$ cat src/rtl/div_ctrl_pkg.sv
// div_ctrl_pkg: shared FSM encoding, datapath width and operand-magnitude helper for the divider.
package div_ctrl_pkg;
  localparam int DIV_W = 32;
  typedef enum logic [1:0] {IDLE = 2'd0, RUN = 2'd1, DONE = 2'd2} state_t;
  function automatic logic [DIV_W-1:0] mag(input logic [DIV_W-1:0] v, input logic s);
    return (s && v[DIV_W-1]) ? -v : v;
  endfunction
endpackage

$ cat src/rtl/div_ctrl_div_step.sv
// div_step: one combinational restoring shift-subtract iteration on unsigned magnitudes.
module div_step import div_ctrl_pkg::*; (
  input  logic [DIV_W-1:0] rem_i,
  input  logic [DIV_W-1:0] quo_i,
  input  logic [DIV_W-1:0] dvs_i,
  output logic [DIV_W-1:0] rem_o,
  output logic [DIV_W-1:0] quo_o
);
  logic [DIV_W:0] t;
  logic [DIV_W:0] diff;
  assign t = {rem_i, quo_i[DIV_W-1]};
  // t never exceeds 2*dvs-1, so bit DIV_W of diff is purely the borrow
  assign diff = t - {1'b0, dvs_i};
  assign rem_o = diff[DIV_W] ? t[DIV_W-1:0] : diff[DIV_W-1:0];
  assign quo_o = {quo_i[DIV_W-2:0], ~diff[DIV_W]};
endmodule

$ cat src/rtl/div_ctrl.sv
// div_ctrl: 34-cycle multi-cycle signed/unsigned divider controller producing {HI=remainder, LO=quotient}.
module div_ctrl import div_ctrl_pkg::*; (
  input  logic                 clk,
  input  logic                 rst,
  input  logic                 start,
  input  logic                 signed_div,
  input  logic [DIV_W-1:0]     a,
  input  logic [DIV_W-1:0]     b,
  input  logic                 cancel,
  input  logic                 pipe_stall,
  output logic                 stall_div,
  output logic                 ready,
  output logic [2*DIV_W-1:0]   result
);
  state_t state_q, state_d;
  logic [5:0] cnt_q, cnt_d;
  logic [DIV_W-1:0] rem_q, rem_d, quo_q, quo_d, dvs_q, dvs_d, rem_n, quo_n;
  logic negq_q, negq_d, negr_q, negr_d;
  logic [2*DIV_W-1:0] result_q, result_d;
  div_step u_step (.rem_i(rem_q), .quo_i(quo_q), .dvs_i(dvs_q), .rem_o(rem_n), .quo_o(quo_n));
  always_comb begin
    state_d = state_q;
    cnt_d = cnt_q;
    rem_d = rem_q;
    quo_d = quo_q;
    dvs_d = dvs_q;
    negq_d = negq_q;
    negr_d = negr_q;
    result_d = result_q;
    if (cancel) begin
      state_d = IDLE;
    end else if (state_q == IDLE && start) begin
      state_d = RUN;
      cnt_d = '0;
      rem_d = '0;
      quo_d = mag(a, signed_div);
      dvs_d = mag(b, signed_div);
      negq_d = signed_div & (a[DIV_W-1] ^ b[DIV_W-1]);
      negr_d = signed_div & a[DIV_W-1];
    end else if (state_q == RUN) begin
      rem_d = rem_n;
      quo_d = quo_n;
      cnt_d = cnt_q + 6'd1;
      // a zero divisor keeps the all-ones quotient unnegated in signed mode
      if (cnt_q == 6'(DIV_W - 1)) begin
        state_d = DONE;
        result_d = {negr_q ? -rem_n : rem_n, (negq_q && dvs_q != '0) ? -quo_n : quo_n};
      end
    end else if (state_q == DONE && !pipe_stall) begin
      state_d = IDLE;
    end
  end
  always_ff @(posedge clk or posedge rst) begin
    if (rst) begin
      state_q <= IDLE;
      cnt_q <= '0;
      rem_q <= '0;
      quo_q <= '0;
      dvs_q <= '0;
      negq_q <= 1'b0;
      negr_q <= 1'b0;
      result_q <= '0;
    end else begin
      state_q <= state_d;
      cnt_q <= cnt_d;
      rem_q <= rem_d;
      quo_q <= quo_d;
      dvs_q <= dvs_d;
      negq_q <= negq_d;
      negr_q <= negr_d;
      result_q <= result_d;
    end
  end
  assign stall_div = (state_q == IDLE && start && !cancel) || state_q == RUN;
  assign ready = state_q == DONE;
  assign result = result_q;
endmodule

$ cat config.mk
export PLATFORM = sky130hd
export DESIGN_NAME = div_ctrl
export DESIGN_NICKNAME = d
export VERILOG_FILES = /design/src/rtl/div_ctrl_pkg.sv /design/src/rtl/div_ctrl_div_step.sv /design/src/rtl/div_ctrl.sv
export SDC_FILE = /design/constraint.sdc
export NUM_CORES = 1
export LEC_CHECK = 0
export CAP_MARGIN = 20
export CORE_UTILIZATION = 52
export CTS_CLUSTER_SIZE = 40
export DETAILED_ROUTE_END_ITERATION = 8
export PLACE_DENSITY_LB_ADDON = 0.2
export SETUP_SLACK_MARGIN = 0.02
export SYNTH_ARGS = -nofsm -noshare
export SYNTH_HDL_FRONTEND = slang
export SYNTH_SLANG_ARGS = --single-unit
export TNS_END_PERCENT = 5
$ cat constraint.sdc
create_clock -name clk -period 6.9 [get_ports clk]
set_input_delay 1.38 -clock clk [delete_from_list [all_inputs] [get_ports clk]]
set_output_delay 1.38 -clock clk [all_outputs]
set_load 0.02 [all_outputs]
-- Word-level counts from Yosys, hierarchy flattened
Index checks and enable logic that the tools add are counted.
- equality and inequality tests: 4
- $add $sub $neg: 6
- bitwise gates (word level): 6
- reduce and logical (&&, ||, !) cells: 17
- muxes and demuxes: 16
- operators with widths (cell ; number):
    two-way mux 32 bit ; 9
    negator 32 bit ; 4
    subtractor 33 x 32 -> 33 bit ; 1
    nonzero test 32 bit ; 1
    two-way mux 6 bit ; 2
    two-way mux 2 bit ; 5
    adder 6 x 1 -> 6 bit (second input constant) ; 1
    equality test 6 x 5 -> 1 bit (second input constant) ; 1
    logical AND 1 bit ; 6
    AND reduction 2 bit ; 3
    inequality test 4 x 3 -> 1 bit (second input constant) ; 1
    AND reduction 4 bit ; 1
    nonzero test 4 bit ; 1
    inverter 1 bit ; 3
    bitwise AND 1 bit ; 2
    equality test 2 x 1 -> 1 bit (second input constant) ; 1
    equality test 2 bit (second input constant) ; 1
    logical NOT 1 bit ; 2
    logical NOT 2 bit ; 1
    nonzero test 2 bit ; 1
    logical OR 1 bit ; 1
    XOR 1 bit ; 1
- input bits: 70
- word-level logic and storage cells: 57
- output and inout bits: 66
- register bits after elaboration: 170

-- Depth between registers and ports, before layout
- depth after elaboration: 6
- depth in mapped cells: 24
- depth with buffers taken out: 21

-- Hierarchy
A second synthesis with hierarchy kept.
- cells, all modules: 1361
- area total of the unflattened synthesis: 11747.5 sq um
- modules (own cells, without submodules) (module ; area each (sq um) ; cells each ; times used ; seq. area each (sq um)):
    div_ctrl ; 9197.6 ; 1021 ; 1 ; 4254.1
    div_step ; 2549.9 ; 340 ; 1 ; 0.0

-- Worst setup path after synthesis
OpenSTA, ideal clock, no wires.
- path kind: reg-to-reg
- start: reg quo_q[31]
- end: reg result_q[62], in the netlist result[62]
- arrival: 5.140 ns
- data required time: 6.769 ns
- period minus slack after synthesis: 5.272 ns
- cell stages (with the launch flop): 25
- setup slack: 1.628 ns
- path buffers: 3
- setup time: 0.131 ns
- path through: dfrtp_1 > inv_1 > ha_1 > fa_1 > nor2b_1 > o211a_1 > nor2_4 > o21ai_2 > a221o_1 > nor2_4 > inv_2 > buf_6 > clkbuf_1 > buf_2 > nor2_1 > a21oi_1 > ha_1 > o21ai_0 > nor4_1 > or4b_4 > nor4b_4 > o22ai_1 > o31ai_1 > xor2_1 > o21ai_1
- longest elaborated chain between the ends: 4
- ends and longest elaborated chain (item ; line ; text):
    start, declared ; div_ctrl.sv:17 ; logic [DIV_W-1:0] rem_q, rem_d, quo_q, quo_d, dvs_q, dvs_d, rem_n, quo_n;
    start signal, assigned ; div_ctrl.sv:67 ; quo_q <= quo_d;
    subtractor 33 x 32 -> 33 bit ; div_ctrl_div_step.sv:13 ; assign diff = t - {1'b0, dvs_i};
    two-way mux 32 bit * ; div_ctrl_div_step.sv:14 ; assign rem_o = diff[DIV_W] ? t[DIV_W-1:0] : diff[DIV_W-1:0];
    negator 32 bit ; div_ctrl.sv:47 ; result_d = {negr_q ? -rem_n : rem_n, (negq_q && dvs_q != '0) ? -quo_n : quo_n};
    two-way mux 32 bit * ; div_ctrl.sv:47 ;
    end signal, assigned ; div_ctrl.sv:71 ; result_q <= result_d;
    end, declared ; div_ctrl.sv:19 ; logic [2*DIV_W-1:0] result_q, result_d;
Mark *: on every way between the ends. The rest lies on a longest branch, timed or not.
A chain may end at the register's enable or synchronous reset.

-- Worst setup path in the final report
Same ends and word-level chain as after synthesis.

==> results.cfg <==
[timing]
fin_skew_ns = 0.0143
finalSetupViolations = 0
grt_setup_unrepaired = no
fin_crit_ns = 5.69
setup_tns_ns = 0
slew_viol_final = 0
hold_viol_final = 0
tightest_slew_ns = 0.994
clock.fmax_mhz = 176
period_share_pct = 82.5
slew_headroom_pct = 33.7
hold_ws_ns = 0.480

[place]
gp_congestion = 0.956
post-place-cells = 1897
io_buffer_count = 135
dp_hpwl_um = 28100

[floorplan]
die_area_sq_um = 24300
core_area_sq_um = 22900
pin_count = 136
start_util_pct = 53.7
rows = 55
dieHeight_um = 156
fp.dieW_um = 156

[final_layout]
final_cells = 1929
seq_area_sq_um = 4250
area_growth_pct = 17.3
layout_commonest_cell = nand2_1
final_util_pct = 62.9
multi_input_comb_area_sq_um = 7520
fill_cells = 2055
n_antenna_cell = 0
final_cell_mix = nand2_1 (222), o21ai_0 (188), dfrtp_1 (170)
drive_above_1_share_pct = 5.32
nets = 1711

[route]
via_per_inst = 6.03
avgRoutedWirePerCell_um = 19.2
drt-initial-drc-count = 1135
post-route-drc-count = 0
vias = 11600
drt_wl_total_um = 37100
dr.pass1.iters = 6
final_antenna_net_count = 0

[synthesis]
synthCells = 1514
seq_area_frac_synth_pct = 34.6
synth_seq_cells = 170
mappedNetlistNets = 1622
yosysUniqueCellTypes = 89
synth_top_area_cell = dfrtp_1
synth_top_area_share_pct = 34.6
synth_area_leaders = dfrtp_1 (35%), o21ai_0 (7.7%), nand2_1 (6.8%)
synthArstFlopShare_pct = 100
synth_ff_type = dfrtp_1
synth_area_sq_um = 12300
avgSynthCellArea_sq_um = 8.12
synth.yosys.warnings = 0
synth-edff-count = 0

[clock_tree]
cts_tree = done
clk_pin_slew_ns = 0.08
cts.sinks = 170
postCtsSetupBuffers = 0
clock_path_buffers = 2
clk_latency_ns = 0.44
ctsResizeCount = 0
root_buffer = clkbuf_16
h-tree-depth = 4
hold_buffers = 0
numCtsBuffers = 17

[worst_setup_path]
end_kind = register
crit_path_max_fanout = 10
critPathLaunch = quo_q[31]
crit_path_start_kind = register
rr_worst_depth = 21
cp.arrival_ns = 5.99
rrSetupSlack_ns = 1.21
r2r_start = quo_q[31]
worst_r2r_endpoint = result[62]
cp.required_ns = 7.20
critPathKind = reg -> reg

[min_path]
min_to = result[51]
hold_class = reg -> reg
worstHoldStart = result[51]
hold_path_depth = 2

[global_route]
met3_usage_pct = 6.39
gr-usage-met1_pct = 47.3
grt_pass1_vias = 10700
use_met2_pct = 45.7
grt-ovfl-total = 0
busiest_layer = met1
grt_max_degree = 87
grt_pass1_wl_um = 59000
antenna_found_initial = 0
track_usage_pct = 31.4

[pwr]
power_mw = 6.72
power_density_nw_per_um2 = 466
ir_drop_mv = 0.220
leakagePower_nw = 5.98

[run]
cap_violations = 0

[run_status]
status = completed
worst max-delay path by stage:
stage,to,slack (ns),cells after the start
after floorplan,cnt_q[0],0.92,1
after global placement,result[62],1.59,21
after detailed placement,result[62],1.37,21
after CTS,result[62],1.29,21
after global routing,result[62],1.02,21
final,result[62],1.21,21
routing by layer:
metal,wire (um),share of wire (%)
met4,634,1.7
met3,3330,9.0
met2,15800,43
met5,0,0
met1,17300,47
registers in the layout (all words and copies together) (netlist names):
signal / flops
state_q: 2
negr_q: 1
negq_q: 1
rem_q: 32
result: 64
cnt_q: 6
quo_q: 32
dvs_q: 32
power by group:
part	internal, mW	switching, mW
logic	1.55	2.73
clock network	0.490	0.492
registers	1.17	0.286
total	3.21	3.51
cell type report:
type	count	share of cell area, %
multi-input combinational	1212	52.1
sequential	170	29.5
timing repair buffer	149	10.1
clock buffer	17	2.95
tap	313	2.71
inverter	53	1.41
clock inverter	15	1.21
cells in the mapped netlist, types with 5 or more instances:
| cell type | n |
|---|---|
| or2_2 | 6 |
| or3_1 | 18 |
| buf_2 | 13 |
| xnor2_1 | 75 |
| and3_1 | 9 |
| nand3_1 | 23 |
| a21oi_1 | 99 |
| nor4b_1 | 5 |
| nor4_1 | 29 |
| o21ai_0 | 188 |
| o21ai_1 | 19 |
| a211oi_1 | 13 |
| nor2b_1 | 8 |
| o31ai_1 | 21 |
| inv_1 | 52 |
| clkbuf_1 | 59 |
| a31oi_1 | 12 |
| a22oi_1 | 13 |
| nand2b_1 | 13 |
| nor2_1 | 99 |
| nand4_1 | 10 |
| nor3_1 | 38 |
| dfrtp_1 | 170 |
| o41ai_1 | 8 |
| nand2_1 | 222 |
| xor2_1 | 63 |
| ha_1 | 37 |
| o211ai_1 | 8 |
| and2_1 | 14 |
| a21o_1 | 17 |
| o21a_1 | 12 |
| o211a_1 | 5 |
| or4_1 | 12 |
| mux2i_1 | 21 |
per-stage QoR:
step | area [sq um] | setup slack, ns
detailed placement | 13800 | 1.37
floorplan | 12300 | 0.917
finish | 14400 | 1.21
CTS | 14400 | 1.29
global placement | 13800 | 1.59
global route | 14400 | 1.02
worst max-delay path: stages (launching register included):
cell and delay (ns):
dfrtp_1 0.42, inv_1 0.08, ha_1 0.23, fa_1 0.42, nor2b_1 0.24, o211a_1 0.31, nor2_4 0.08, o21ai_2 0.33
a221o_1 0.27, nor2_4 0.06, inv_2 0.17, nor2_1 0.06, a21oi_1 0.24, ha_1 0.27, o21ai_0 0.12, nor4_1 0.65
or4b_4 0.56, nor4b_4 0.26, o22ai_1 0.18, o31ai_1 0.35, xor2_1 0.18, o21ai_1 0.07
logic make-up after synthesis:
family / after synthesis / synth area share (%)
and+or+nand+nor: 534 / 21.0
AOI/OAI and AO/OA: 475 / 24.0
DFF: 170 / 34.6
xor gates and xnor gates: 139 / 9.96
buffers and inverters: 132 / 4.39
adders and majority gates: 38 / 3.93
muxes: 26 / 2.19
Power figures use the tool's default switching activity.
